===== src/rtl/mul_issue_ctrl_if.sv =====
// Handshake bundle between the EX-stage issue controller and the 6-cycle HI/LO multiplier.
// Operands and signed hold stable while start=1; ready pulses one cycle; start drops in that cycle.
interface mul_issue_ctrl_if #(
  parameter int W = 32
);
  logic           mul_signed;
  logic [W-1:0]   mul_op1;
  logic [W-1:0]   mul_op2;
  logic           mul_start;
  logic [2*W-1:0] mul_result;
  logic           mul_ready;

  modport master (
    output mul_signed, mul_op1, mul_op2, mul_start,
    input  mul_result, mul_ready
  );

  modport slave (
    input  mul_signed, mul_op1, mul_op2, mul_start,
    output mul_result, mul_ready
  );
endinterface


===== src/rtl/mul_issue_ctrl.sv =====
// EX-stage initiator for the HI/LO multiplier: decodes MULT/MADD/MSUB variants, stalls while
// the multiply runs, applies the accumulate and issues a single HI/LO write.
module mul_issue_ctrl #(
  parameter int W = 32
) (
  input  logic                 clk,
  input  logic                 rst,
  input  logic [2:0]           op_i,
  input  logic [W-1:0]         opdata1_i,
  input  logic [W-1:0]         opdata2_i,
  input  logic [W-1:0]         hi_i,
  input  logic [W-1:0]         lo_i,
  input  logic                 flush_i,
  mul_issue_ctrl_if.master     mul,
  output logic                 stallreq_o,
  output logic                 whilo_o,
  output logic [W-1:0]         hi_o,
  output logic [W-1:0]         lo_o,
  output logic [1:0]           dbg_state_o
);

  typedef enum logic [1:0] {S_IDLE, S_BUSY, S_DRAIN, S_DONE} state_t;
  typedef enum logic [1:0] {ACC_NONE, ACC_ADD, ACC_SUB} acc_t;

  localparam logic [2:0] OP_MULT  = 3'd1;
  localparam logic [2:0] OP_MULTU = 3'd2;
  localparam logic [2:0] OP_MADD  = 3'd3;
  localparam logic [2:0] OP_MADDU = 3'd4;
  localparam logic [2:0] OP_MSUB  = 3'd5;
  localparam logic [2:0] OP_MSUBU = 3'd6;

  state_t         r_state;
  state_t         w_next;
  acc_t           r_mode;
  acc_t           w_mode;
  logic [W-1:0]   r_op1;
  logic [W-1:0]   r_op2;
  logic [2*W-1:0] r_acc;
  logic [2*W-1:0] r_hilo;
  logic [2*W-1:0] w_hilo_new;
  logic           r_signed;
  logic           w_signed;
  logic           w_is_mul;
  logic           w_launch;
  logic           w_active;
  logic           w_write;

  always_comb begin
    w_is_mul = (op_i >= OP_MULT) && (op_i <= OP_MSUBU);
    w_launch = w_is_mul && !flush_i;
    w_signed = (op_i == OP_MULT) || (op_i == OP_MADD) || (op_i == OP_MSUB);
    w_mode   = ACC_NONE;
    if ((op_i == OP_MADD) || (op_i == OP_MADDU)) w_mode = ACC_ADD;
    if ((op_i == OP_MSUB) || (op_i == OP_MSUBU)) w_mode = ACC_SUB;
  end

  always_ff @(posedge clk or posedge rst) begin
    if (rst) r_state <= S_IDLE;
    else     r_state <= w_next;
  end

  // Start falls in the ready cycle so the multiplier's sequencer drops back to its first state.
  always_comb begin
    w_next     = r_state;
    stallreq_o = 1'b0;
    whilo_o    = 1'b0;
    w_write    = 1'b0;
    w_active   = 1'b0;
    case (r_state)
      S_IDLE: begin
        if (w_launch) begin
          stallreq_o = 1'b1;
          w_next     = S_BUSY;
        end
      end
      S_BUSY: begin
        stallreq_o = 1'b1;
        w_active   = 1'b1;
        if (mul.mul_ready) begin
          w_write = !flush_i;
          w_next  = flush_i ? S_IDLE : S_DONE;
        end else if (flush_i) begin
          w_next = S_DRAIN;
        end
      end
      S_DRAIN: begin
        stallreq_o = 1'b1;
        w_active   = 1'b1;
        if (mul.mul_ready) w_next = S_IDLE;
      end
      S_DONE: begin
        whilo_o = !flush_i;
        w_next  = S_IDLE;
      end
      default: w_next = S_IDLE;
    endcase
  end

  always_comb begin
    case (r_mode)
      ACC_ADD: w_hilo_new = r_acc + mul.mul_result;
      ACC_SUB: w_hilo_new = r_acc - mul.mul_result;
      default: w_hilo_new = mul.mul_result;
    endcase
  end

  always_ff @(posedge clk or posedge rst) begin
    if (rst) begin
      r_op1    <= '0;
      r_op2    <= '0;
      r_acc    <= '0;
      r_signed <= 1'b0;
      r_mode   <= ACC_NONE;
      r_hilo   <= '0;
    end else begin
      if ((r_state == S_IDLE) && w_launch) begin
        r_op1    <= opdata1_i;
        r_op2    <= opdata2_i;
        r_acc    <= {hi_i, lo_i};
        r_signed <= w_signed;
        r_mode   <= w_mode;
      end
      if (w_write) r_hilo <= w_hilo_new;
    end
  end

  assign mul.mul_start  = w_active && !mul.mul_ready;
  assign mul.mul_signed = w_active ? r_signed : 1'b0;
  assign mul.mul_op1    = w_active ? r_op1 : '0;
  assign mul.mul_op2    = w_active ? r_op2 : '0;
  assign hi_o           = r_hilo[2*W-1:W];
  assign lo_o           = r_hilo[W-1:0];
  assign dbg_state_o    = r_state;

endmodule


===== src/flat_wrapper.sv =====
// flat-port wrapper written by rule: the top's interface ports become plain ports
module mul_issue_ctrl_flat 
#(
  parameter int W = 32
)
  (clk, rst, op_i, opdata1_i, opdata2_i, hi_i, lo_i, flush_i, stallreq_o, whilo_o, hi_o, lo_o, dbg_state_o, mul_mul_signed, mul_mul_op1, mul_mul_op2, mul_mul_start, mul_mul_result, mul_mul_ready);
  mul_issue_ctrl_if #(.W(W)) mul_i ();
  input  logic clk;
  input  logic rst;
  input  logic [2:0] op_i;
  input  logic [W-1:0] opdata1_i;
  input  logic [W-1:0] opdata2_i;
  input  logic [W-1:0] hi_i;
  input  logic [W-1:0] lo_i;
  input  logic flush_i;
  output logic stallreq_o;
  output logic whilo_o;
  output logic [W-1:0] hi_o;
  output logic [W-1:0] lo_o;
  output logic [1:0] dbg_state_o;
  output wire logic [$bits(mul_i.mul_signed)-1:0] mul_mul_signed;
  output wire logic [$bits(mul_i.mul_op1)-1:0] mul_mul_op1;
  output wire logic [$bits(mul_i.mul_op2)-1:0] mul_mul_op2;
  output wire logic [$bits(mul_i.mul_start)-1:0] mul_mul_start;
  input wire logic [$bits(mul_i.mul_result)-1:0] mul_mul_result;
  input wire logic [$bits(mul_i.mul_ready)-1:0] mul_mul_ready;
  assign mul_mul_signed = mul_i.mul_signed;
  assign mul_mul_op1 = mul_i.mul_op1;
  assign mul_mul_op2 = mul_i.mul_op2;
  assign mul_mul_start = mul_i.mul_start;
  assign mul_i.mul_result = mul_mul_result;
  assign mul_i.mul_ready = mul_mul_ready;
  mul_issue_ctrl #(.W(W)) u_core (.clk(clk), .rst(rst), .op_i(op_i), .opdata1_i(opdata1_i), .opdata2_i(opdata2_i), .hi_i(hi_i), .lo_i(lo_i), .flush_i(flush_i), .mul(mul_i), .stallreq_o(stallreq_o), .whilo_o(whilo_o), .hi_o(hi_o), .lo_o(lo_o), .dbg_state_o(dbg_state_o));
endmodule

===== config.mk =====
export PLATFORM = sky130hd
export DESIGN_NAME = mul_issue_ctrl_flat
export DESIGN_NICKNAME = d
export VERILOG_FILES = /design/src/rtl/mul_issue_ctrl_if.sv /design/src/rtl/mul_issue_ctrl.sv /design/src/flat_wrapper.sv
export SDC_FILE = /design/constraint.sdc
export NUM_CORES = 1
export LEC_CHECK = 0
export ABC_AREA = 1
export CORE_MARGIN = 5
export CORE_UTILIZATION = 48
export CTS_CLUSTER_DIAMETER = 60
export DETAILED_ROUTE_END_ITERATION = 12
export MAX_ROUTING_LAYER = met4
export PLACE_DENSITY = 0.78
export SKIP_CTS_REPAIR_TIMING = 1
export SLEW_MARGIN = 0
export SYNTH_ARGS = -nofsm -noshare
export SYNTH_HDL_FRONTEND = slang
export SYNTH_SLANG_ARGS = --single-unit

===== constraint.sdc =====
create_clock -name clk -period 8 [get_ports clk]
set_input_delay 2.4 -clock clk [delete_from_list [all_inputs] [get_ports clk]]
set_output_delay 2.4 -clock clk [all_outputs]
set_load 0.05 [all_outputs]

# After elaboration in Yosys (flattened, before gate mapping)
# Index checks and enable logic that the tools add are counted.
dict set report classes {
  eq_ne 13
  n_shift 0
  n_addsub 2
  n_div 0
  n_mul 0
  n_mux 18
  n_reduce_logical 13
  n_lt_le_gt_ge 2
  bitwise_logic 0
}
# operator count
set ops {}
lappend ops {{$pmux W64 S2} 1}
lappend ops {{$add A64 B64 Y64} 1}
lappend ops {{$mux W32} 2}
lappend ops {{$sub A64 B64 Y64} 1}
lappend ops {{$mux W2} 6}
lappend ops {{$eq A3 B3 Y1 const B} 3}
lappend ops {{$pmux W2 S4} 1}
lappend ops {{$mux W1} 7}
lappend ops {{$eq A2 B2 Y1 const B} 3}
lappend ops {{$eq A2 B1 Y1 const B} 2}
lappend ops {{$logic_and A1 B1 Y1} 4}
lappend ops {{$logic_or A1 B1 Y1} 4}
lappend ops {{$eq A3 B1 Y1 const B} 1}
lappend ops {{$eq A3 B2 Y1 const B} 1}
lappend ops {{$ge A3 B1 Y1 const B} 1}
lappend ops {{$le A3 B3 Y1 const B} 1}
lappend ops {{$ne A3 B3 Y1 const B} 1}
lappend ops {{$reduce_and A3 Y1} 1}
lappend ops {{$logic_not A1 Y1} 2}
lappend ops {{$logic_not A2 Y1} 1}
lappend ops {{$ne A2 B1 Y1 const B} 1}
lappend ops {{$ne A2 B2 Y1 const B} 1}
lappend ops {{$pmux W1 S2} 1}
lappend ops {{$reduce_or A2 Y1} 1}
dict set report totals {
  mem_bits_ro 0
  memories 0
  regBits 197
  latch_bits 0
  ramBits 0
  out_inout_bits 134
}

# Longest topological paths before layout
dict set report logic_depth {
  depth_word 5
  depth_mapped 28
  ltp_nobuf 28
}

# Worst setup path before layout
# OpenSTA, ideal clock, no wires.
dict set report synth_path {
  path_kind {input to output}
  startpoint {input op_i[2]}
  endpoint {output stallreq_o}
  slack_ps 1824
  cell_stages 6
  arrival_ps 3776
  cell_sequence {inv_1 o21bai_1 inv_1 nand3_1 clkbuf_1 a21oi_1}
}
dict set report synth_via {
  elab_chain_len 5
  word_cells_on_any_way 6
}
# item line_no
set synth_lines {}
lappend synth_lines {{start, declared} flat_wrapper.sv:10} ;# input logic [2:0] op_i;
lappend synth_lines {{$ge A3 B1 Y1 or $le A3 B3 Y1 (tied branches)} mul_issue_ctrl.sv:49} ;# w_is_mul = (op_i >= OP_MULT) && (op_i <= OP_MSUBU);
lappend synth_lines {{$logic_and A1 B1 Y1 (*)} mul_issue_ctrl.sv:49}
lappend synth_lines {{$logic_and A1 B1 Y1 (*)} mul_issue_ctrl.sv:50} ;# w_launch = w_is_mul && !flush_i;
lappend synth_lines {{$mux W1 (*)} mul_issue_ctrl.sv:71} ;# if (w_launch) begin
lappend synth_lines {{$pmux W1 S2 (*)} mul_issue_ctrl.sv:69} ;# case (r_state)
lappend synth_lines {{end, declared} flat_wrapper.sv:16} ;# output logic stallreq_o;
# Mark *: on every way between the ends. The rest lies on a longest branch, timed or not.

# Final worst setup path
dict set report layout_path {
  startpoint {input flush_i}
  endpoint {output stallreq_o}
}
dict set report layout_via {
  elab_chain_len 4
}
# item line_no
set layout_lines {}
lappend layout_lines {{start, declared} flat_wrapper.sv:15} ;# input logic flush_i;
lappend layout_lines {{$logic_not A1 Y1} mul_issue_ctrl.sv:50}
lappend layout_lines {{$logic_and A1 B1 Y1} mul_issue_ctrl.sv:50}
lappend layout_lines {{$mux W1} mul_issue_ctrl.sv:71}
lappend layout_lines {{$pmux W1 S2} mul_issue_ctrl.sv:69}
# Every way passes these cells.

==> key figures <==
Setup path
  – Max Fanout on Critical Path: 4
  – Req. time, crit path: 5.60 ns
  – Startpoint types: input port
  – CP bufs+invs: 3
  – Crit Reg-Reg Startpoint: u_core.r_mode[0]$_DFFE_PP0P_
  – Top delay family on crit path: buffers and inverters
  – Cell repeated most along the worst path: clkdlybuf4s50_1
  – CP peak stage delay: 0.86 ns
  – Worst Reg-to-Reg Cells: 21
  – Critical Path Sink Type: output pin
  – R2r setup slk: 2.83 ns
  – Crit path cell chain: clkdlybuf4s50_1 > o21bai_1 > inv_1 > nand3_4 > a21oi_1 > clkdlybuf4s50_1
  – Worst path slowest cell: clkdlybuf4s50_1
  – Reg-to-Reg End: u_core.r_hilo[48]$_DFFE_PP0P_
  – Arr. time, crit path: 4.28 ns
  – Crit Path Category: input port to output pin

Pwr
  – Clock share of power: a little under a tenth
  – Sw Pwr: 0.005694 W
  – Internal power: 0.003949 W
  – Sw Ratio: 59.05%
  – Post-layout power: 0.009643 W
  – Seq pwr share: 18.4%
  – Pwr dens: 463.1 mW/mm^2
  – Combinational share of power: between 70% and 80%
  – Peak VDD IR: 0.3899 mV
  – Static Leak: 11.71 nW

Global route
  – Number of global-route vias before repair: 18290
  – First-pass GRT wire length: 104.8 mm
  – Initial antenna violation count: 0
  – Total track usage: 36.33%
  – Gr ovfl total: 0
  – Largest net degree at the start of global routing: 141

Routing
  – Final wirelength: 68.57 mm
  – Vias per cell: 5.225
  – Pre-antenna DRT Iters: 6
  – Antenna-violating nets left: 0
  – Residual DRC: 0
  – Detailed Route Iter0 Violations: 1912
  – DR WL/cell: 19.27 um
  – Vias: 18600

Place
  – Gpl congestion: 1.080
  – Number of port buffers: around 330
  – HPWL after DPL: 55.63 mm

Layout
  – Most frequent cells in the layout: nand2_1 (1262), inv_1 (463), clkdlybuf4s50_1 (332)
  – Layout cells sized above 1: 2.352%
  – Ant diodes: 0
  – Nets: ~3400
  – Commonest non-fill, non-tap cell in the layout: nand2_1
  – Synthesis-to-layout area growth: 26.13%

Clocking
  – Htree depth: 4
  – Clock Latency Late Sink: 0.48 ns
  – Clk buf depth: 2
  – TritonCTS clock tree: done
  – Clock slew at reported path FFs: 0.08 ns
  – CTS sink cnt: 197
  – CTS Buf Count: 17
  – Clock tree root driver cell: clkbuf_16

Yosys
  – Synthesized area per cell: just under 6 um^2
  – Post-synthesis cell area: 0.01651 mm^2
  – Count of cell types in the netlist: 43
  – Main flop type after synthesis: dfrtp_1
  – Post-Syn Instances: around 2800
  – Post-synth EDFFs: 0
  – Yosys reg bits: between 150 and 200
  – Post-synth net total: 3070
  – Synth Warn #: 0
  – Seq/Total Area, Yosys: 29.86%
  – Synth async-reset ratio: 100.0%

Timing
  – Fin. max-slew vios: 0
  – Clock skew: 0.01959 ns
  – Period utilization: 83.44%
  – Min Tclk post-route: 6.675 ns
  – Hold Violations, Final: 0
  – Rel. slew slack: between 20 and 25%
  – Finish-stage setup viols: 0
  – Tightest Pin Transition: 1.160 ns
  – F_max: 149.8 MHz
  – RSZ-0062 raised after global routing: no
  – Fin Setup TNS: 0 ns

Run
  – Max-cap violations: 0

Floorplanning
  – Die width: 195.5 um
  – I/O Pins: 333
  – Core area: 0.03429 mm^2
  – Die height: 195.5 um
  – Num rows: 68
  – Starting Density: 48.15%
  – Total die area: 0.03820 mm^2

Worst hold path
  – Hold Crit Depth: 2
  – Tightest Hold Check Type: flip-flop to flip-flop
  – Hold path endpoint: u_core.r_op1[29]$_DFFE_PP0P_
  – Hold_sp: u_core.r_op1[29]$_DFFE_PP0P_

Status
  – Status: finished clean
==> power groups by stage <==
stage / Sequential [W] / Combinational (W) / Clock, W
floorplan: 0.00222 / 0.00408 / 0
global placement: 0.00177 / 0.00678 / 0
detailed placement: 0.00177 / 0.00684 / 0
CTS: 0.00177 / 0.00688 / 0.000907
global route: 0.00183 / 0.00754 / 0.000943
finish: 0.00178 / 0.00696 / 0.000903
==> layout make-up <==
class,instances,area [um^2]
clock inverter,13,140.1
inverter,466,1759
clock buffer,19,452.9
timing repair buffer,344,3413
sequential,197,4930
multi-input combinational,2065,9558
fill,3294,13470
tap,455,569.3
==> Yosys cell counts (all sizes together), types with 8 or more instances <==
library cell	instances	area [um^2]
a21oi	131	659.4
buf	22	101.3
clkbuf	49	195.2
dfrtp	197	4930
ha	71	888.4
inv	465	1745
nand2	1268	4772
nand3	88	440.4
nand3b	9	67.56
nand4	23	143.9
nor2	241	938.4
nor3	23	126.4
o211ai	8	60.06
o21ai	89	460.4
xnor2	10	87.58
xor2	74	648.1
==> registers in the layout, summed over array words and instances, names as in the netlist <==
name                flops
u_core.dbg_state_o      2
u_core.r_acc           64
u_core.r_hilo          64
u_core.r_mode           2
u_core.r_op1           32
u_core.r_op2           32
u_core.r_signed         1
==> metal layers <==
layer  global-route usage, %  up-vias  share of wire [%]
met5                       -        -                  0
met4                   10.68        0                3.1
met3                   7.522      109                9.3
met2                   56.59      916                 45
met1                   48.11     8557                 42
li1                        -     9013                  -
==> worst max-delay path by stage <==
stage	start	endpoint	slack [ns]	cells past startpoint
after floorplan	rst	u_core.dbg_state_o[0]$_DFFE_PP0P_	0.23	1
after global placement	mul_mul_result[36]	u_core.r_hilo[39]$_DFFE_PP0P_	1.06	22
after detailed placement	mul_mul_result[36]	u_core.r_hilo[39]$_DFFE_PP0P_	1.07	22
after CTS	flush_i	stallreq_o	1.33	6
after global routing	mul_mul_result[36]	u_core.r_hilo[39]$_DFFE_PP0P_	1.08	22
final	flush_i	stallreq_o	1.32	6
==> through the flow <==
stage	hold slack (ns)	std cells	area (um^2)	setup slack, ns	util, %
finish	0.4810	3559	20820	1.325	60.73
global placement	0.4612	3527	20230	1.056	59.00
floorplan	0.4487	2799	16510	0.2310	-
detailed placement	0.4649	3527	20230	1.072	59.00
CTS	0.4856	3559	20820	1.329	60.73
global route	0.5063	3559	20820	1.085	60.73
==> kinds of logic after synthesis <==
family                     count (synthesis)  share of synthesized area (%)
and+or+nand+nor                         1667                          39.94
buffers and inverters                    537                          12.39
AOI/OAI and AO/OA                        242                          7.844
DFF                                      197                          29.86
xor gates and xnor gates                  84                          4.457
adders and majority gates                 72                          5.502
==> worst reg2reg max path, stage by stage, from the launching register on <==
cell	delay, ns
dfrtp_1	0.36
inv_1	0.08
ha_2	0.16
buf_4	0.41
inv_1	0.64
buf_4	0.45
nand2_2	0.14
o21ai_2	0.10
or2_4	0.33
nor2_8	0.15
xor2_1	0.20
ha_1	0.35
nand2_1	0.15
inv_1	0.05
a21oi_1	0.29
o21ai_0	0.33
a21oi_1	0.27
nand3_1	0.10
nand2_1	0.08
nand3_1	0.21
nand2_1	0.15
nand2_1	0.06
No activity file was read; power rests on OpenSTA's default activity.
==> RTL edit 1: new RTL, same flow settings <==
`W` is set to 32 in 3 places; all go to 28.
--- a/src/rtl/mul_issue_ctrl_if.sv
+++ b/src/rtl/mul_issue_ctrl_if.sv
@@ -1,7 +1,7 @@
 // Handshake bundle between the EX-stage issue controller and the 6-cycle HI/LO multiplier.
 // Operands and signed hold stable while start=1; ready pulses one cycle; start drops in that cycle.
 interface mul_issue_ctrl_if #(
-  parameter int W = 32
+  parameter int W = 28
 );
   logic           mul_signed;
   logic [W-1:0]   mul_op1;
--- a/src/rtl/mul_issue_ctrl.sv
+++ b/src/rtl/mul_issue_ctrl.sv
@@ -1,7 +1,7 @@
 // EX-stage initiator for the HI/LO multiplier: decodes MULT/MADD/MSUB variants, stalls while
 // the multiply runs, applies the accumulate and issues a single HI/LO write.
 module mul_issue_ctrl #(
-  parameter int W = 32
+  parameter int W = 28
 ) (
   input  logic                 clk,
   input  logic                 rst,
--- a/src/flat_wrapper.sv
+++ b/src/flat_wrapper.sv
@@ -1,7 +1,7 @@
 // flat-port wrapper written by rule: the top's interface ports become plain ports
 module mul_issue_ctrl_flat 
 #(
-  parameter int W = 32
+  parameter int W = 28
 )
   (clk, rst, op_i, opdata1_i, opdata2_i, hi_i, lo_i, flush_i, stallreq_o, whilo_o, hi_o, lo_o, dbg_state_o, mul_mul_signed, mul_mul_op1, mul_mul_op2, mul_mul_start, mul_mul_result, mul_mul_ready);
   mul_issue_ctrl_if #(.W(W)) mul_i ();
Ports: changed (9 resized); port bits go from 333 to 293. The function was not compared with the original's and may differ.
==> RTL edit 1 against the unedited design <==
- worst setup slack worse by 230 ps
- routed wire length is 22% lower
- total power is 12% lower
- die area is 13% lower
- design area is 13% lower
- sequential cell count is 24 lower
- hold slack worse by 1.5 ps
- synthesized area is 14% lower
- critical endpoint unchanged
==> RTL edit 1: results (changes against the unedited design) <==
* Status: finished, final reports clean
* Syn Nets at 2,580 (-16%)
* Combinational fraction of design power at 71.5% (-0.7 points)
* Largest net degree at the start of global routing at 97 (-31%)
* Worst-case clock buffer depth at 2 (unchanged)
* Worst Max-Slew Pin Slew at 1090 ps (-69.3 ps)
* Top Registers: u_core.r_acc x56, u_core.r_hilo x56
* Adder-cell area share of the yosys netlist at 5.70% (+0.20 points)
* Setup slack, reg-to-reg at 3720 ps (+890 ps)
* Port bufs at 292 (-12%)
* Total track usage at 32.9% (-3.4 points)
* Worst skew pair latency at 460 ps (-20 ps)
* Hold Crit Start: u_core.r_hilo[41]
* Initial DRC count at 1,165 (-39%)
* # diodes at 0 (unchanged)
* Crit path DAT at 4500 ps (+220 ps)
* Sequential power at 1.54 mW (-13%)
* Leak at 10.1 nW (-14%)
* Final #Nets at 2,842 (-15%)
* Worst r2r dst: u_core.r_hilo[41]
* Register area share after synthesis at 30.5% (+0.67 points)
* Worst Hold End: u_core.r_hilo[41]
* Dpl hpwl at 42,500 µm (-24%)
* CP Capture Point: stallreq_o
* Total number of vias at 15.5k (-17%)
* Routability Congestion at 0.993 (-8.1%)
* Final hold slack at 479 ps (-1.54 ps)
* Share of layout cells above drive strength 1 at 4.01% (+1.7 points)
* Psw at 4.93 mW (-13%)
* Cell count of the worst reg-to-reg path at 17 (-19%)
* DR WL/cell at 17.7 µm (-8.1%)
* Worst stage delay on the critical path at 880 ps (+20 ps)
* Fraction of the mapped netlist area in compound gates at 8.21% (+0.36 points)
* Reg-to-Reg Start: u_core.r_mode[1]
* Antenna violations before repair at 1 (+1)
* Setup Skew at 12.5 ps (-7.13 ps)
* Count of cell types in the netlist at 45 (+4.7%)
* Ranking of synthesized cells by area: dfrtp_1, nand2_1, inv_1
* Clock slew at reported path FFs at 60 ps (-20 ps)
* First-pass GRT wire length at 83,300 µm (-21%)
* WHS Path Cells at 2 (unchanged)
* Synth Area in XOR/XNOR at 4.32% (-0.13 points)
* Final setup fails at 0 (unchanged)
* CP top delay family: buffers and inverters
* Worst vdd ir at 0.441 mV (+13%)
* Commonest cells post-synth: nand2_1, inv_1, nor2_1
==> RTL edit 1: layout make-up <==
class	instances	area, µm²
multi-input combinational	1740	8250
tap	390	488
clock inverter	14	199
fill	2747	11300
timing repair buffer	302	3000
sequential	173	4330
clock buffer	18	429
inverter	369	1390
==> RTL edit 1: through the flow <==
stage | total power [mW] | cells | utilization, % | setup slack (ps) | instance area, µm²
after global placement | 7.50 | 2974 | 59.4 | 1050 | 17500
final | 8.53 | 3006 | 61.5 | 1100 | 18100
after floorplan | 5.61 | 2341 | - | 912 | 14200
after global routing | 9.20 | 3006 | 61.5 | 1040 | 18100
after CTS | 8.51 | 3006 | 61.5 | 1050 | 18100
after detailed placement | 7.56 | 2974 | 59.4 | 1060 | 17500
==> RTL edit 1: layer usage <==
metal / up-vias / GRT usage, % / share of wire [%]
met5: - / - / 0
li1: 7629 / - / -
met3: 85 / 8.41 / 9.2
met2: 633 / 52.0 / 45
met1: 7129 / 42.3 / 43
met4: 0 / 8.65 / 2.3
==> RTL edit 2: new RTL, config.mk and constraints unchanged <==
Made on the original files. Encoding of `acc_t`: now one-hot (3 bits for 3 values).
--- a/src/rtl/mul_issue_ctrl.sv
+++ b/src/rtl/mul_issue_ctrl.sv
@@ -20,7 +20,7 @@
 );
 
   typedef enum logic [1:0] {S_IDLE, S_BUSY, S_DRAIN, S_DONE} state_t;
-  typedef enum logic [1:0] {ACC_NONE, ACC_ADD, ACC_SUB} acc_t;
+  typedef enum logic [2:0] {ACC_NONE = 3'b001, ACC_ADD = 3'b010, ACC_SUB = 3'b100} acc_t;
 
   localparam logic [2:0] OP_MULT  = 3'd1;
   localparam logic [2:0] OP_MULTU = 3'd2;
Function: same outputs for any inputs over 4 cycles, from zero or initial values and one cycle with rst high; so few cycles prove little.
==> RTL edit 2 against the unedited design <==
- total power fell by 8.7%
- register-to-register slack improved by 430 ps
- global-route usage fell by 0.46 points
- first-iteration DRC count fell by 15%
- worst setup slack improved by 350 ps
- routed wire length fell by 2.2%
- sequential cell count rose by 1
- utilization rose by 0.99 points
- design area fell by 0.36%
- synthesized area fell by 0.64%
- largest cell class unchanged
- highest routed layer unchanged
==> RTL edit 2: results (changes against the unedited design) <==
* Status: finished, final reports clean
* Filler cell count at 3,202 (-2.8%)
* Routability Congestion at 1.15 (+6.1%)
* Crit path DAT at 3930 ps (-350 ps)
* Met2 wire len at 29,600 µm (-4.1%)
* Share of layout cells above drive strength 1 at 2.63% (+0.27 points)
* CP Capture Point: mul_mul_start
* Final #Nets at 3,342 (-0.59%)
* Placed inst area at 0.0202 mm² (-0.37%)
* Hold Crit Start: u_core.r_op1[19]
* Count of cell types in the netlist at 40 (-7.0%)
* Final hold slack at 484 ps (+2.64 ps)
* DR WL/cell at 18.9 µm (-1.7%)
* Antenna violations before repair at 5 (+5)
* Final worst slack at 1670 ps (+349 ps)
* Placed cell count at 3,501 (-0.74%)
* Worst vdd ir at 0.319 mV (-18%)
* Dpl hpwl at 54,000 µm (-3.0%)
* Initial DRC count at 1,633 (-15%)
* CP startpoint: mul_mul_ready
* GR Util met1 at 45.2% (-2.9 points)
* Adder-cell area share of the yosys netlist at 5.46% (-0.041 points)
* Met2 Use GR at 54.7% (-1.9 points)
* Total number of vias at 18.4k (-1.3%)
* Grt met3 use at 9.85% (+2.3 points)
* Synthesized area per cell at 5.91 µm² (+0.14%)
* Worst stage delay on the critical path at 840 ps (-20 ps)
* Commonest cells post-synth: nand2_1, inv_1, nor2_1
RTL edit 2: cell types whose count changed after synthesis, moves of 9 or more:
cell     before   now
a21oi_1     130   114
buf_1        12     3
inv_1       464   477
nand2_1    1263  1283
nand3_1      88   108
nor2_1      235   204
o21ai_0      85    68
xor2_1       74    87
RTL edit 2: area by class of cell:
cell class / instances / area (µm²) / area share, %
flip-flops and latches: 198 / 4960 / 23.9
clock buffers: 17 / 425 / 2.05
well taps: 448 / 561 / 2.70
inverters: 481 / 1820 / 8.75
diodes: 5 / 12.5 / 0.0603
repair buffers: 343 / 3420 / 16.5
multi-input cells: 2031 / 9410 / 45.3
clock inverters: 15 / 155 / 0.748
RTL edit 2: power breakdown:
part           leakage (nW)  total [mW]  internal (mW)  switching, mW
Combinational          9.11        6.12           1.83           4.29
Clock                 0.285       0.893          0.419          0.474
Sequential             2.48        1.79           1.46          0.332
RTL edit 2: critical path: cells and delay by family:
family,cells,cell delay [ps]
buf+inv,2,1360
simple gates,1,160
